`config.mk`:
```
export PLATFORM = sky130hd
export DESIGN_NAME = register_bank
export DESIGN_NICKNAME = d
export VERILOG_FILES = /design/src/rtl/register_bank_pkg.sv /design/src/rtl/register_bank_sweep_ctrl.sv /design/src/rtl/register_bank.sv
export SDC_FILE = /design/constraint.sdc
export NUM_CORES = 1
export LEC_CHECK = 0
export BUFFER_PORTS_ARGS = -buffer_cell sky130_fd_sc_hd__buf_2
export CAP_MARGIN = 20
export CORE_ASPECT_RATIO = 0.6
export CORE_MARGIN = 2
export CORE_UTILIZATION = 30
export DETAILED_ROUTE_END_ITERATION = 12
export PLACE_DENSITY = 0.46
export SYNTH_ARGS = -nofsm -noshare
export SYNTH_HDL_FRONTEND = slang
export SYNTH_SLANG_ARGS = --single-unit
```
`constraint.sdc`:
```
create_clock -name clk -period 9.3 [get_ports clk]
set_input_delay 0.93 -clock clk [delete_from_list [all_inputs] [get_ports clk]]
set_output_delay 0.93 -clock clk [all_outputs]
set_load 0.02 [all_outputs]
```
`src/rtl/register_bank_pkg.sv`:
```
// rtl/register_bank_pkg.sv - shared state encoding and default parameters for the register bank
package register_bank_pkg;

    typedef enum logic [1:0] {
        INIT  = 2'd0,
        IDLE  = 2'd1,
        CLEAR = 2'd2
    } state_t;

    localparam int DATA_W_DEF   = 32;
    localparam int ADDR_W_DEF   = 5;
    localparam int ZERO_REG_DEF = 1;

endpackage

```
`src/rtl/register_bank_sweep_ctrl.sv`:
```
// rtl/register_bank_sweep_ctrl.sv - INIT/IDLE/CLEAR sequencer that walks every entry writing zero
module register_bank_sweep_ctrl
    import register_bank_pkg::*;
#(
    parameter int ADDR_W = ADDR_W_DEF
) (
    input  logic              clk,
    input  logic              reset,
    input  logic              clear_req,
    output logic              busy,
    output logic              sweep_we,
    output logic [ADDR_W-1:0] sweep_addr
);

    state_t            r_state;
    state_t            w_state_nxt;
    logic [ADDR_W-1:0] r_count;
    logic [ADDR_W-1:0] w_count_nxt;

    always_ff @(posedge clk or posedge reset) begin
        if (reset) begin
            r_state <= INIT;
            r_count <= '0;
        end else begin
            r_state <= w_state_nxt;
            r_count <= w_count_nxt;
        end
    end

    // The all-ones count is entry DEPTH-1, so a sweep spans exactly DEPTH cycles.
    always_comb begin
        w_state_nxt = r_state;
        w_count_nxt = r_count;
        busy        = 1'b0;
        sweep_we    = 1'b0;
        sweep_addr  = r_count;
        case (r_state)
            INIT, CLEAR: begin
                busy     = 1'b1;
                sweep_we = 1'b1;
                if (r_count == '1) begin
                    w_state_nxt = IDLE;
                    w_count_nxt = '0;
                end else begin
                    w_count_nxt = r_count + 1'b1;
                end
            end
            IDLE: begin
                if (clear_req) begin
                    w_state_nxt = CLEAR;
                end
            end
            default: begin
                w_state_nxt = INIT;
                w_count_nxt = '0;
            end
        endcase
    end

endmodule

```
`src/rtl/register_bank.sv`:
```
// rtl/register_bank.sv - two-read/one-write register bank with init/clear sweep and write bypass
module register_bank
    import register_bank_pkg::*;
#(
    parameter int DATA_W   = DATA_W_DEF,
    parameter int ADDR_W   = ADDR_W_DEF,
    parameter int ZERO_REG = ZERO_REG_DEF
) (
    input  logic              clk,
    input  logic              reset,
    input  logic [ADDR_W-1:0] rd_addr1,
    input  logic [ADDR_W-1:0] rd_addr2,
    output logic [DATA_W-1:0] rd_data1,
    output logic [DATA_W-1:0] rd_data2,
    input  logic              wr_en,
    input  logic [ADDR_W-1:0] wr_addr,
    input  logic [DATA_W-1:0] wr_data,
    output logic              wr_ready,
    input  logic              clear_req,
    output logic              busy
);

    localparam int DEPTH = 2 ** ADDR_W;

    logic [DATA_W-1:0] r_mem [DEPTH];

    logic              w_busy;
    logic              w_sweep_we;
    logic [ADDR_W-1:0] w_sweep_addr;
    logic              w_wr_accept;
    logic              w_wr_commit;
    logic              w_mem_we;
    logic [ADDR_W-1:0] w_mem_addr;
    logic [DATA_W-1:0] w_mem_data;

    register_bank_sweep_ctrl #(
        .ADDR_W (ADDR_W)
    ) u_sweep_ctrl (
        .clk        (clk),
        .reset      (reset),
        .clear_req  (clear_req),
        .busy       (w_busy),
        .sweep_we   (w_sweep_we),
        .sweep_addr (w_sweep_addr)
    );

    assign busy        = w_busy;
    assign wr_ready    = !w_busy && !clear_req;
    assign w_wr_accept = wr_en && wr_ready;
    assign w_wr_commit = w_wr_accept && !((ZERO_REG != 0) && (wr_addr == '0));

    // Single write port: the sweep owns it while busy, user writes only in IDLE.
    assign w_mem_we   = w_sweep_we || w_wr_commit;
    assign w_mem_addr = w_sweep_we ? w_sweep_addr : wr_addr;
    assign w_mem_data = w_sweep_we ? '0 : wr_data;

    always_ff @(posedge clk) begin
        if (w_mem_we) begin
            r_mem[w_mem_addr] <= w_mem_data;
        end
    end

    // Read priority: busy blanking, then hard-wired zero, then bypass, then storage.
    always_comb begin
        rd_data1 = r_mem[rd_addr1];
        if (w_busy) begin
            rd_data1 = '0;
        end else if ((ZERO_REG != 0) && (rd_addr1 == '0)) begin
            rd_data1 = '0;
        end else if (w_wr_accept && (wr_addr == rd_addr1)) begin
            rd_data1 = wr_data;
        end
    end

    always_comb begin
        rd_data2 = r_mem[rd_addr2];
        if (w_busy) begin
            rd_data2 = '0;
        end else if ((ZERO_REG != 0) && (rd_addr2 == '0)) begin
            rd_data2 = '0;
        end else if (w_wr_accept && (wr_addr == rd_addr2)) begin
            rd_data2 = wr_data;
        end
    end

endmodule

```
==> results.sh, run 1 <==
export IMPL_cts_root_buf="clkbuf_16"
export IMPL_ys_seq_area_share_pct=62.5
export IMPL_reg2reg_depth=5
export IMPL_crit_path_start_kind="input port"
export IMPL_cts_num_sinks=1031
export IMPL_vias_per_cell=5.96
export IMPL_cts_setup_buffers=0
export IMPL_clock_power_share_pct=32.9
export IMPL_core_um2=164000
export IMPL_cap_viol_max_count=0
export IMPL_synthArstFlopShare_pct=0.679
export IMPL_endpoint_kind="output port"
export IMPL_slew_violations=0
export IMPL_chipWidth_um=528
export IMPL_synthCells=2863
export IMPL_combPwrFrac_pct=18.8
export IMPL_numCtsBuffers=99
export IMPL_synth_top_area_share_pct=62.2
export IMPL_synth_seq_cells=1031
export IMPL_seqPwrFrac_pct=48.3
export IMPL_rows=115
export IMPL_layoutNonFillerInstCount=5197
export IMPL_dieArea_um2=168000
export IMPL_gp_congestion=0.797
export IMPL_postCtsHoldBufs=0
export IMPL_portBuffers=116
export IMPL_clock_skew_ns=0.0136
export IMPL_hold_violations=0
export IMPL_peakVddDrop_uv=147
export IMPL_worst_slew_margin_rel_pct=23.5
export IMPL_setup_tns_ns=0
export IMPL_grt_max_degree=106
export IMPL_power_internal_mw=8.73
export IMPL_rsz0062_at_grt="no"
export IMPL_powerDensity_nw_per_um2=221
export IMPL_cts_tree="done"
export IMPL_start_util_pct=30.2
export IMPL_nets=3004
export IMPL_p_sw_mw=3.69
export IMPL_ys_warn_count=0
export IMPL_area_growth_pct=13.6
export IMPL_dp_hpwl_um=107000
export IMPL_grt_overflow=0
export IMPL_synth_area_leaders="edfxtp_1 62%, mux4_2 15%, mux2i_1 9.8%"
export IMPL_cts_resized_gates=0
export IMPL_antenna_left=0
export IMPL_cp_required_ns=8.37
export IMPL_synth_largest_area_cell="edfxtp_1"
export IMPL_track_usage_pct=21.6
export IMPL_dr_first_iter_drc_count=3965
export IMPL_drt_wirelength_per_cell_um=35.7
export IMPL_synth_edf_count=1024
export IMPL_fin_crit_sh_pct=60.2
export IMPL_drt_wl_total_um=186000
export IMPL_synth_area_per_cell_um2=17.3
export IMPL_swShare_pct=29.7
export IMPL_vias=31000
export IMPL_total_leakage_power_nw=18.7
export IMPL_yosysUniqueCellTypes=45
export IMPL_io_pins=117
export IMPL_setup_violations=0
export IMPL_drc=0
export IMPL_synth_top_flop_cell="edfxtp_1"
export IMPL_syn_area_um2=49500
export IMPL_first_pass_iters=6
export IMPL_crit_fanout=48
export IMPL_die_h_um=319
export IMPL_grt_pass1_wl_um=254000
export IMPL_clock_fmax_mhz=179
export IMPL_cp_arrival_ns=4.67
export IMPL_worstMarginPinSlew_ns=1.14
export IMPL_fin_crit_ns=5.60
export IMPL_crit_type="input port to output port"
export IMPL_antennaDiodeCount=0
export IMPL_grt_pass1_vias=30800
export IMPL_status="finished, final reports clean"
export IMPL_drive_above_1_share_pct=24.4
export IMPL_htree_levels=3
export IMPL_dpl_cell_count=4993
export IMPL_synth_fp_nets=2916
export IMPL_hold_class="input port to async pin"
export IMPL_clockBufferDepth=3
export IMPL_clk_latency_ns=0.70
export IMPL_path_clk_slew_ns=0.06
export IMPL_antenna_found_initial=8
## synthesized netlist by cell type (26+ instances only)
master,n
edfxtp_1,1024
buf_2,40
nor3_1,67
and2_1,34
clkbuf_1,112
a211oi_1,64
o211ai_1,51
nor2_1,42
nand2_1,44
nor2b_1,68
mux2i_1,486
buf_6,26
a22oi_1,44
buf_4,51
mux4_2,320
o21ai_0,37
o221a_1,64
nand3_1,47
o22ai_1,114
a21oi_1,49
## cells in the final DEF (no fill, tap or decap), types with 46 or more instances in the layout
cell type     n
a211oi_1     64
a21oi_1      48
buf_2       108
buf_4        84
clkbuf_16   106
edfxtp_1   1024
mux2i_1     486
mux4_2      320
nand3_1      46
nor2b_1      65
nor3_1       67
o211ai_1     51
o221a_1      64
o22ai_1     114
## logic make-up (layout without fill, tap and decap cells)
group,after synthesis,in the layout,synth area share [%]
DFF,1031,1031,62.5
muxes,809,809,24.5
AOI/OAI and AO/OA,445,445,6.57
and+or+nand+nor,324,324,3.42
buffers and inverters,242,412,2.81
xor gates and xnor gates,10,10,0.177
adders and majority gates,2,2,0.0506
## final timing paths
kind	start	to	slack [ns]
min reg2reg	u_sweep_ctrl.r_state[1]	u_sweep_ctrl.r_state[0]	0.52
max	rd_addr2[1]	rd_data2[0]	3.70
max reg2reg	u_sweep_ctrl.r_state[0]	r_mem[16][23]	4.97
max in group asynchronous	reset	u_sweep_ctrl.r_state[0]	8.89
min in group clk	clear_req	u_sweep_ctrl.r_state[0]	0.48
min	reset	u_sweep_ctrl.sweep_addr[2]	0.17
## power groups by stage
stage,Combinational (mW),Clock [mW],Sequential (mW)
after floorplan,1.24,0,6.02
after global placement,2.24,0,6.05
after detailed placement,2.27,0,6.09
after CTS,2.28,4.17,6.00
after global routing,2.42,4.34,6.04
final,2.33,4.09,6.00
## stage by stage
stage	worst slack (ns)	total power, mW	cell area (um^2)	hold WS, ns	utilization [%]
after floorplan	5.77	7.26	49500	0.470	-
after global placement	3.80	8.30	52500	0.491	32.0
after detailed placement	3.79	8.36	52500	0.504	32.0
after global routing	3.58	12.8	56200	0.143	34.3
final	3.70	12.4	56200	0.165	34.3
after CTS	3.79	12.4	55700	0.112	34.0
## cell type report
type                       count  area (um^2)
tap                         2164         2710
sequential                  1031        30900
timing repair buffer         226         1910
clock inverter                61          505
inverter                       3         11.3
fill                       15400       108000
clock buffer                 122         2650
multi-input combinational   1590        17500
## registers in the layout (all words and copies together) (netlist names)
register / count
r_mem: 1024
u_sweep_ctrl.r_state: 2
u_sweep_ctrl.sweep_addr: 5
## layer usage
| metal | track usage (%) | vias to the layer above | share of wire (%) |
|---|---|---|---|
| li1 | - | 12200 | - |
| met1 | 33.5 | 16800 | 47 |
| met2 | 29.9 | 1737 | 41 |
| met3 | 5.58 | 246 | 10 |
| met4 | 4.94 | 0 | 2.3 |
| met5 | 0 | - | 0 |
## critical path, cell delays in order
cell      delay [ns]
clkbuf_8        0.51
buf_4           0.53
nand2b_4        0.78
buf_4           0.58
o22ai_1         0.17
nor3_1          0.23
a211oi_1        0.14
o221a_1         0.43
buf_2           0.22
Note: power is estimated with default switching activity, not from simulation.
==> run 2: changes to the inputs <==
- PLACE_DENSITY: 0.46 -> 0.48
- clock period: 9.3 -> 4.65 ns (I/O delays scaled with it)
==> run 2 against run 1 <==
  * Cell area grew 0.88%
  * Register-to-register slack lost 3.6 ns
  * Wire length shrank 2.3%
  * Clock skew grew 0.015 ns
  * Global-route usage shrank 0.53 points
  * Total power grew 97%
  * Sequential power grew 100%
  * Cell count grew 1.2%
  * Largest cell class unchanged
==> results.sh, run 2 (synthesis results as in run 1) <==
export IMPL_status="finished, final reports clean"
export IMPL_cap_viol_max_count=0
export IMPL_antennaDiodeCount=0
export IMPL_dieArea_um2=168000
export IMPL_fillers=15500
export IMPL_dp_hpwl_um=113000
export IMPL_slew_violations=0
export IMPL_grt_overflow=0
export IMPL_worst_slew_margin_rel_pct=21.2
export IMPL_drt_wl_total_um=181000
export IMPL_cts_setup_buffers=0
export IMPL_core_um2=164000
export IMPL_vias_per_cell=5.87
export IMPL_endpoint_kind="output port"
export IMPL_grt_pass1_wl_um=248000
export IMPL_setup_violations=0
export IMPL_portBuffers=116
export IMPL_total_leakage_power_nw=19.1
export IMPL_worst_path_largest_cell_delay_ns=0.58
export IMPL_clock_power_share_pct=31.9
export IMPL_most_common_layout_cells="1024 x edfxtp_1, 486 x mux2i_1, 320 x mux4_2"
export IMPL_io_pins=117
export IMPL_final_common_cell="edfxtp_1"
export IMPL_peakVddDrop_uv=304
export IMPL_cts_resized_gates=0
export IMPL_fin_crit_ns=4.15
export IMPL_clockBufferDepth=3
export IMPL_hold_class="input port to register"
export IMPL_hold_violations=0
export IMPL_powerDensity_nw_per_um2=432
export IMPL_track_usage_pct=21.1
export IMPL_htree_levels=3
export IMPL_combPwrFrac_pct=19.1
export IMPL_holdWs_ns=0.0675
export IMPL_chipWidth_um=528
export IMPL_gp_congestion=0.840
export IMPL_clock_skew_ns=0.0282
export IMPL_drc=0
export IMPL_worstHoldPathCells=2
export IMPL_numCtsBuffers=94
export IMPL_reg2reg_depth=4
export IMPL_antenna_found_initial=7
export IMPL_crit_type="register to output port"
export IMPL_grt_max_degree=58
export IMPL_die_h_um=319
export IMPL_crit_path_start_kind="register"
export IMPL_clock_fmax_mhz=241
export IMPL_p_sw_mw=7.26
export IMPL_cp_arrival_ns=3.69
export IMPL_worstPathCellList="nand3b_1 > nor4_1 > nand3_4 > buf_4 > o211ai_1 > o221a_1 > buf_2"
export IMPL_cts_num_sinks=1031
export IMPL_cts_root_buf="clkbuf_16"
export IMPL_start_util_pct=30.2
export IMPL_vias=30900
export IMPL_grt_pass1_vias=29400
export IMPL_cts_tree="done"
export IMPL_seqPwrFrac_pct=48.9
export IMPL_path_clk_slew_ns=0.06
export IMPL_nets=3069
export IMPL_rsz0062_at_grt="no"
export IMPL_max_flop_register="r_mem"
export IMPL_power_internal_mw=17.2
export IMPL_crit_fanout=22
export IMPL_clk_latency_ns=0.72
export IMPL_setup_tns_ns=0
export IMPL_fin_crit_sh_pct=89.3
export IMPL_area_growth_pct=14.6
export IMPL_critPathSlowestCell="nor4_1"
export IMPL_first_pass_iters=5
export IMPL_drt_wirelength_per_cell_um=34.5
export IMPL_postCtsHoldBufs=1
export IMPL_dr_first_iter_drc_count=4095
export IMPL_cp_required_ns=4.18
export IMPL_rows=115
export IMPL_drive_above_1_share_pct=25.9
export IMPL_largest_register_ffs=1024
export IMPL_antenna_left=0
export IMPL_worstMarginPinSlew_ns=1.18
export IMPL_swShare_pct=29.6
## run 2: changes by cell type in the layout (fill, tap and decap cells not counted), moves of 2 or more
cell        previous run  this run
buf_8                  7         5
buf_16                15        10
buf_12                 4        31
bufinv_16              8         6
buf_4                 84       137
buf_6                  3         1
clkbuf_1              19        21
clkinvlp_4             6         0
clkbuf_16            106        98
## run 2: worst paths after layout
kind,from,endpoint,slack (ns)
min in group asynchronous,reset,u_sweep_ctrl.sweep_addr[3],0.26
setup reg to reg,u_sweep_ctrl.r_state[0],r_mem[4][22],1.41
hold reg to reg,u_sweep_ctrl.r_state[1],u_sweep_ctrl.r_state[0],0.53
max in group asynchronous,reset,u_sweep_ctrl.r_state[0],4.12
hold / removal,clear_req,u_sweep_ctrl.r_state[0],0.07
setup / recovery,u_sweep_ctrl.r_state[0],rd_data1[12],0.50
## run 2: through the flow
step                      setup WS (ns)  utilization [%]  power (mW)  std cells  instance area, um^2
after floorplan                    1.38                -        14.5       2863                49500
after global placement            0.891             32.6        16.8       5070                53400
after detailed placement          0.911             32.6        16.8       5073                53500
after CTS                         0.534             34.4        24.6       5247                56500
after global routing              0.410             34.6        25.3       5257                56700
final                             0.497             34.6        24.5       5257                56700
## run 2: power by group through the flow
stage	registers [mW]	logic [mW]	clock network, mW
floorplan	12.0	2.47	0
global placement	12.2	4.64	0
detailed placement	12.2	4.63	0
CTS	12.0	4.64	7.96
global route	12.1	4.89	8.30
finish	12.0	4.69	7.82
## run 2: cell type report
| type | count | area (um^2) | area share [%] |
|---|---|---|---|
| sequential | 1031 | 30900 | 54.5 |
| inverter | 3 | 11.3 | 0.0199 |
| timing repair buffer | 296 | 2600 | 4.59 |
| clock buffer | 119 | 2530 | 4.46 |
| multi-input combinational | 1590 | 17500 | 30.9 |
| clock inverter | 54 | 417 | 0.735 |
| tap | 2164 | 2710 | 4.78 |
## run 2: metal layers
layer	part of all wire (%)	track usage, %	up-vias	routed length, um
met5	0.012	0	-	21
met1	49	34.4	16700	88500
met4	1.4	3.48	4	2600
met3	10	5.52	157	18800
met2	39	27.7	1696	71500
li1	-	-	12300	-
## run 2: worst max-delay path, delay by kind of cell (launching register included)
kind,cells,cell delay [ns]
flops,1,0.57
simple gates,3,1.28
buf+inv,2,0.56
compound gates,2,0.56
